## config.mk

```make
export PLATFORM = sky130hd
export DESIGN_NAME = seq_arith_unit
export DESIGN_NICKNAME = d
export VERILOG_FILES = /design/src/rtl/seq_arith_unit.sv
export SDC_FILE = /design/constraint.sdc
export NUM_CORES = 1
export LEC_CHECK = 0
export CELL_PAD_IN_SITES_DETAIL_PLACEMENT = 1
export CELL_PAD_IN_SITES_GLOBAL_PLACEMENT = 1
export CORE_MARGIN = 2
export CORE_UTILIZATION = 25
export CTS_CLUSTER_SIZE = 24
export DETAILED_ROUTE_END_ITERATION = 8
export HOLD_SLACK_MARGIN = 0.1
export PLACE_DENSITY_LB_ADDON = 0.1
export SETUP_SLACK_MARGIN = 0.3
export SYNTH_ARGS = -nofsm -noshare
export SYNTH_HDL_FRONTEND = slang
export SYNTH_SLANG_ARGS = --single-unit
```

## constraint.sdc

```tcl
create_clock -name clk -period 3.82 [get_ports clk]
set_input_delay 0.573 -clock clk [delete_from_list [all_inputs] [get_ports clk]]
set_output_delay 0.573 -clock clk [all_outputs]
set_load 0.02 [all_outputs]
```

## src/rtl/seq_arith_unit.sv

```systemverilog
// seq_arith_unit: multi-cycle unsigned add/sub/mul/div with valid/ready
// handshakes on both sides. Only one operation is in flight at a time.
// Add, sub and divide-by-zero finish in the accept cycle. Multiply and
// divide then spend WIDTH BUSY cycles, one bit per cycle.
module seq_arith_unit #(
    parameter int WIDTH = 8
) (
    input  logic               clk,
    input  logic               rst_n,
    input  logic               in_valid,
    output logic               in_ready,
    input  logic [WIDTH-1:0]   a,
    input  logic [WIDTH-1:0]   b,
    input  logic [1:0]         op,
    output logic               out_valid,
    input  logic               out_ready,
    output logic [2*WIDTH-1:0] result,
    output logic               err
);
    localparam int CW = (WIDTH > 2) ? $clog2(WIDTH) : 1;

    localparam logic [1:0] OP_ADD = 2'b00;
    localparam logic [1:0] OP_SUB = 2'b01;
    localparam logic [1:0] OP_MUL = 2'b10;
    localparam logic [1:0] OP_DIV = 2'b11;

    typedef enum logic [1:0] {IDLE, BUSY, DONE} state_t;

    state_t             state_q, state_d;
    logic [WIDTH-1:0]   a_r, b_r;
    logic [1:0]         op_r;
    logic [CW-1:0]      cnt;
    // mul: running product. div: {remainder, dividend/quotient shift reg}.
    logic [2*WIDTH-1:0] acc;

    logic [2*WIDTH-1:0] add_res, sub_res;
    logic [2*WIDTH-1:0] mul_next, div_next, step;
    logic [WIDTH:0]     rem_sh, rem_sub;
    logic               ge;
    logic               last;

    assign in_ready = (state_q == IDLE);
    assign last     = (cnt == CW'(WIDTH - 1));

    // Single-cycle results and one mul/div iteration step.
    always_comb begin
        add_res  = {{WIDTH{1'b0}}, a} + {{WIDTH{1'b0}}, b};
        sub_res  = {{WIDTH{1'b0}}, a} - {{WIDTH{1'b0}}, b};
        // Shift-add: multiplier bit cnt (LSB first) gates a << cnt.
        mul_next = acc + (b_r[cnt] ? ({{WIDTH{1'b0}}, a_r} << cnt) : '0);
        // Restoring divide: bring the next dividend MSB into the remainder,
        // subtract if it fits, and shift the quotient bit in at the bottom.
        rem_sh   = {acc[2*WIDTH-1:WIDTH], acc[WIDTH-1]};
        rem_sub  = rem_sh - {1'b0, b_r};
        ge       = (rem_sh >= {1'b0, b_r});
        div_next = {(ge ? rem_sub[WIDTH-1:0] : rem_sh[WIDTH-1:0]),
                    acc[WIDTH-2:0], ge};
        step     = (op_r == OP_MUL) ? mul_next : div_next;
    end

    // State register.
    always_ff @(posedge clk or negedge rst_n) begin
        if (!rst_n) state_q <= IDLE;
        else        state_q <= state_d;
    end

    // Next-state decode.
    always_comb begin
        state_d = state_q;
        case (state_q)
            IDLE: if (in_valid) begin
                if (op == OP_MUL || (op == OP_DIV && b != '0)) state_d = BUSY;
                else                                          state_d = DONE;
            end
            BUSY: if (last)      state_d = DONE;
            DONE: if (out_ready) state_d = IDLE;
            default:             state_d = IDLE;
        endcase
    end

    // Operand capture, iteration datapath and registered outputs.
    always_ff @(posedge clk or negedge rst_n) begin
        if (!rst_n) begin
            a_r       <= '0;
            b_r       <= '0;
            op_r      <= OP_ADD;
            cnt       <= '0;
            acc       <= '0;
            result    <= '0;
            err       <= 1'b0;
            out_valid <= 1'b0;
        end else begin
            case (state_q)
                IDLE: begin
                    cnt <= '0;
                    if (in_valid) begin
                        a_r  <= a;
                        b_r  <= b;
                        op_r <= op;
                        case (op)
                            OP_ADD: begin
                                result    <= add_res;
                                err       <= 1'b0;
                                out_valid <= 1'b1;
                            end
                            OP_SUB: begin
                                result    <= sub_res;
                                err       <= 1'b0;
                                out_valid <= 1'b1;
                            end
                            OP_MUL: acc <= '0;
                            default: begin
                                if (b == '0) begin
                                    // Quotient saturates, remainder keeps a.
                                    result    <= {a, {WIDTH{1'b1}}};
                                    err       <= 1'b1;
                                    out_valid <= 1'b1;
                                end else begin
                                    acc <= {{WIDTH{1'b0}}, a};
                                end
                            end
                        endcase
                    end
                end
                BUSY: begin
                    acc <= step;
                    cnt <= cnt + CW'(1);
                    if (last) begin
                        result    <= step;
                        err       <= 1'b0;
                        out_valid <= 1'b1;
                    end
                end
                DONE: if (out_ready) out_valid <= 1'b0;
                default: out_valid <= 1'b0;
            endcase
        end
    end
endmodule
```

Word level (Yosys, flattened, before mapping)
Cells that the tools add are included.

storage, ports and cells
  register bits after elaboration = 57
  input bits = 22
  output and inout bits = 19

operators by class
  add/subtract/negate cells = 5
  magnitude comparators = 2
  equality and inequality tests = 15
  shifts and indexed selects = 1
  muxes and demuxes = 30
  reductions and logical operators = 14

operator list
  operator                                                                 count
  16-bit two-way mux                                                       7
  16-bit one-hot mux with 2 select lines                                   3
  16-bit one-hot mux with 3 select lines                                   1
  16-bit adder                                                             1
  8-bit by 3-bit << shifter with 16-bit output                             1
  5-bit AND reduction                                                      3
  2-bit inequality test, second input constant                             5
  8-bit by 8-bit adder with 9-bit output                                   1
  9-bit by 8-bit >= comparator with 1-bit output                           1
  8-bit by 8-bit subtractor with 9-bit output                              1
  2-bit == test, second input constant                                     4
  8-bit zero test                                                          1
  2-bit two-way mux                                                        4
  8-bit two-way mux                                                        1
  8-bit nonzero test                                                       1
  8-bit subtractor                                                         1
  1-bit two-way mux                                                        7
  1-bit one-hot mux with 2 select lines                                    3
  2-bit one-hot mux with 3 select lines                                    1
  3-bit one-hot mux with 2 select lines                                    1
  2-bit by 1-bit == test with 1-bit output, second input constant          2
  2-bit zero test                                                          2
  3-bit by 4-bit < comparator with 1-bit output, second input constant     1
  4-bit by 1-bit inequality test with 1-bit output, second input constant  1
  other kinds (13)                                                         13

Longest topological paths before layout
  word-level depth = 7
  depth in mapped cells = 16
  mapped depth without buffers = 14

Worst setup path before layout
OpenSTA, ideal clock, no wires.

  path kind = register to register
  start = register cnt[0]
  end = register result[14]
  setup time = 0.073 ns
  data arrival time = 3.173 ns
  setup slack = 0.574 ns
  stages on the path, launching flop included = 14
  buffers on the path = 2
  cells stage by stage = dfrtp_1 -> buf_2 -> mux4_2 -> nand2_1 -> and2_1 -> clkbuf_1 -> a21oi_1 -> ha_1 -> nand2_1 -> o211a_1 -> or3_1 -> a41o_1 -> a211o_1 -> a21oi_2

on the way
  cells in the longest elaborated chain, start to end = 7
  elaborated cells between the ends (all ways) = 11
  classes of those cells = add/sub (1); eq/ne (2); shift (1); mux (6); reduce/logical (1)

RTL lines
  element                                    line  source
  start, declared                            32    logic [CW-1:0] cnt;
  start signal, assigned                     127   cnt <= cnt + CW'(1);
  1-bit binary-select mux with 3-bit select  50    mul_next = acc + (b_r[cnt] ? ({{WIDTH{1'b0}}, a_r} << cnt) : '0);
  1-bit two-way mux (implied by the code)    50
  16-bit two-way mux                         50
  16-bit adder                               50
  16-bit two-way mux                         58    step = (op_r == OP_MUL) ? mul_next : div_next;
  16-bit two-way mux                         128   if (last) begin
  16-bit one-hot mux with 2 select lines     93    case (state_q)
  end signal, assigned                       102   result <= add_res;
  end signal, assigned                       107   result <= sub_res;
  end signal, assigned                       129   result <= step;
  end, declared                              17    output logic [2*WIDTH-1:0] result,

Parallel ways exist; a longest one is shown, timed or not. The select of a mux whose other input is x is not followed.
A chain may end at the register's enable or synchronous reset.

Worst setup path after layout
  start = register cnt[1]
  end = register result[14]

Same word-level chain as after synthesis.

==> results.md <==
- Detail Placement HPWL: 15180 um
- Tcrit/Tclk final: 86.64%
- Max Cap Viol: 0
- Clock slew at reported path FFs: 50 ps
- All-Layer GR Usage: 19.65%
- Worst-Margin Slew: 910.9 ps
- HP Class: in -> async
- Seq/Total Area, Yosys: 29.46%
- Setup crit start kind: flop
- Top Ports: 41
- Area grow syn2layout: 23.67%
- Die width: 143.2 um
- Die outline height: 143.2 um
- Global-route wire length before repair: 29730 um
- Slew headroom: 39.27%
- Kind of critical path: reg -> reg
- Clk buf depth: 2
- DRT Pass-1 Iters: 4
- RD Place Congestion: 0.8543
- Fmax: 302.2 MHz
- Site Rows: 50
- Lkg Pwr: 2.581 nW
- Post-route DRC: 0
- Skew-Pair Late Insertion Delay: 340 ps
- Worst VDD drop: 0.0002806 V
- Average cell area after synthesis: 8.235 sq um
- Die Area: 20500 sq um
- Net count, final: 703
- Layout Skew: 3.650 ps
- Vias in the first global route: 4866
- YS warnings: 0
- Final setup violating endpoints: 0
- Initial Util: 25.71%
- Clock Root Buffer: clkbuf_16
- Antenna violations before repair: 0
- Top_reg_cell synth: dfrtp_1
- Share of layout cells above drive strength 1: 12.48%
- Netlist cell types: 67
- Core Area: 18830 sq um
- Post-Syn Instances: 588
- Post-Syn Area: 4842 sq um
- Post-DRT Antenna Nets: 0
- Detailed Route Iter0 Violations: 275
- Diode count: 0
- CTS sink cnt: 57
- Avg WL per Cell: 21.23 um
- Unrepaired setup endpoints after global routing: false
- Vias per inst: 5.108
- Asr flop ratio synth: 100.0%
- Worst EP required: 4100 ps
- Yosys reg bits: 57
- EDFF count, synth: 0
- Post-Syn Nets: 655
- Pwr/cell area: 1014 nW/um^2
- Outcome: completed
- H-tree depth: 3
- Arrival time at the worst endpoint: 3580 ps
- CTS tree: done
- Hold_ws: 366.5 ps
- CP Max Fanout: 8
- CTS buffer count: 9
- Port bufs: 40
- Fillers: 2246
- Largest net degree at the start of global routing: 36
- Vias: 4602
- Fin. Hold Viols: 0
- Total routed wirelength: 19130 um
- Slew Limit Fails: 0
- Total grt overflow: 0
- Setup TNS: 0 ps
- Worst r2r path cells: 14
- Fin crit period: 3309 ps
- Critical Path End Type: flop
## what timing repair did
item                       in CTS  in global routing
hold buffers                    0                  0
pin swaps                       0                  1
setup buffers                   0                  3
setup endpoints to repair       5                 13
resized for setup               2                 12
## cell usage after synthesis, drive strengths merged (5+ instances only)
master | number | share of area (%)
a22oi | 6 | 1.1
inv | 30 | 2.3
nor2b | 11 | 1.4
a21oi | 51 | 5.4
dfrtp | 57 | 29
a31oi | 12 | 1.6
a21o | 11 | 1.7
nand2 | 85 | 6.7
mux2i | 13 | 2.7
buf | 6 | 0.59
nand3 | 5 | 0.52
xnor2 | 12 | 2.2
nor4 | 6 | 0.90
nand2b | 10 | 1.3
clkbuf | 18 | 1.4
a211oi | 8 | 1.3
xor2 | 8 | 1.4
nor2 | 61 | 4.7
nor3 | 10 | 1.0
o21ai | 44 | 4.5
o21a | 5 | 0.78
ha | 41 | 11
mux2 | 18 | 4.3
## report_power, final
group	switching [mW]	internal (mW)	total, mW
Sequential	0.353	0.907	1.26
Combinational	2.32	1.60	3.92
Clock	0.307	0.587	0.894
## sequential cells by signal, indices dropped and copies added, names as in the netlist
signal,cells
b_r,8
op_r,2
acc,16
a_r,8
err,1
result,16
out_valid,1
cnt,3
state_q,2
## layout make-up
class	instances	area (sq um)	area share, %
multi-input cells	477	3248	54.24
clock inverters	5	78.83	1.316
repair buffers	61	553.0	9.235
clock buffers	11	242.7	4.053
inverters	30	112.6	1.880
flip-flops and latches	57	1428	23.84
well taps	260	325.3	5.433
## through the flow
| step | std cells | utilization, % | power (mW) | setup slack, ps | cell area, sq um |
|---|---|---|---|---|---|
| 3_3_place_gp | 882 | 29.75 | 5.029 | 189.1 | 5603 |
| 2_1_floorplan | 588 | - | 3.796 | 574.4 | 4842 |
| 3_5_place_dp | 882 | 29.75 | 5.083 | 163.1 | 5603 |
| 6_report | 901 | 31.80 | 6.074 | 510.5 | 5988 |
| 4_1_cts | 898 | 31.49 | 6.032 | 303.7 | 5929 |
| 5_1_grt | 901 | 31.80 | 6.577 | 320.2 | 5988 |
## logic make-up (layout without fill, tap and decap cells)
| kind of cell | count (synthesis) | in the layout | share of synthesized area [%] |
|---|---|---|---|
| buf+inv | 54 | 107 | 4.341 |
| mux | 33 | 33 | 7.958 |
| flops | 57 | 57 | 29.46 |
| xor+xnor | 20 | 20 | 3.618 |
| compound gates | 177 | 177 | 23.51 |
| fa+ha+maj | 45 | 45 | 12.25 |
| simple gates | 202 | 202 | 18.86 |
## critical path, cell delays in order (launching register included)
cell and delay [ps]:
dfrtp_2 460, buf_4 140, mux2_2 330, o21ai_0 260
nor2_1 70, nor2_1 100, nor2_1 70, ha_1 350
a21oi_1 210, o21ai_1 160, a31oi_1 260, a31oi_1 130
a41o_1 270, a211o_1 320, a21oi_2 140
## routing by layer
layer	routed length [um]	global-route usage, %	vias to the layer above
met5	0	0	-
met4	231	4.482	0
met3	599	3.119	15
met2	8734	31.53	83
met1	9563	27.67	2300
li1	-	-	2204
## layout by cell type, fill, tap and decap left out, drive strengths merged, types with 4 or more instances in the layout
master,count
nand2,85
nor2,61
dfrtp,57
a21oi,51
o21ai,44
ha,41
clkdlybuf4s50,39
inv,30
buf,22
mux2,18
mux2i,13
a31oi,12
xnor2,12
nor2b,11
a21o,11
clkbuf,11
nor3,10
nand2b,10
xor2,8
a211oi,8
nor4,6
a22oi,6
nand3,5
o21a,5
a311oi,4
o22ai,4
fa,4
a221oi,4
## path summary, 6_finish.rpt
path                           start          to  slack (ps)
max in group asynchronous      rst_n     acc[15]        2570
min reg2reg                result[2]   result[2]         470
max reg2reg                   cnt[1]  result[14]         510
min                            rst_n      cnt[2]         370
min in group clk           result[2]   result[2]         470
max                           cnt[1]  result[14]         510
Power figures use the tool's default switching activity.
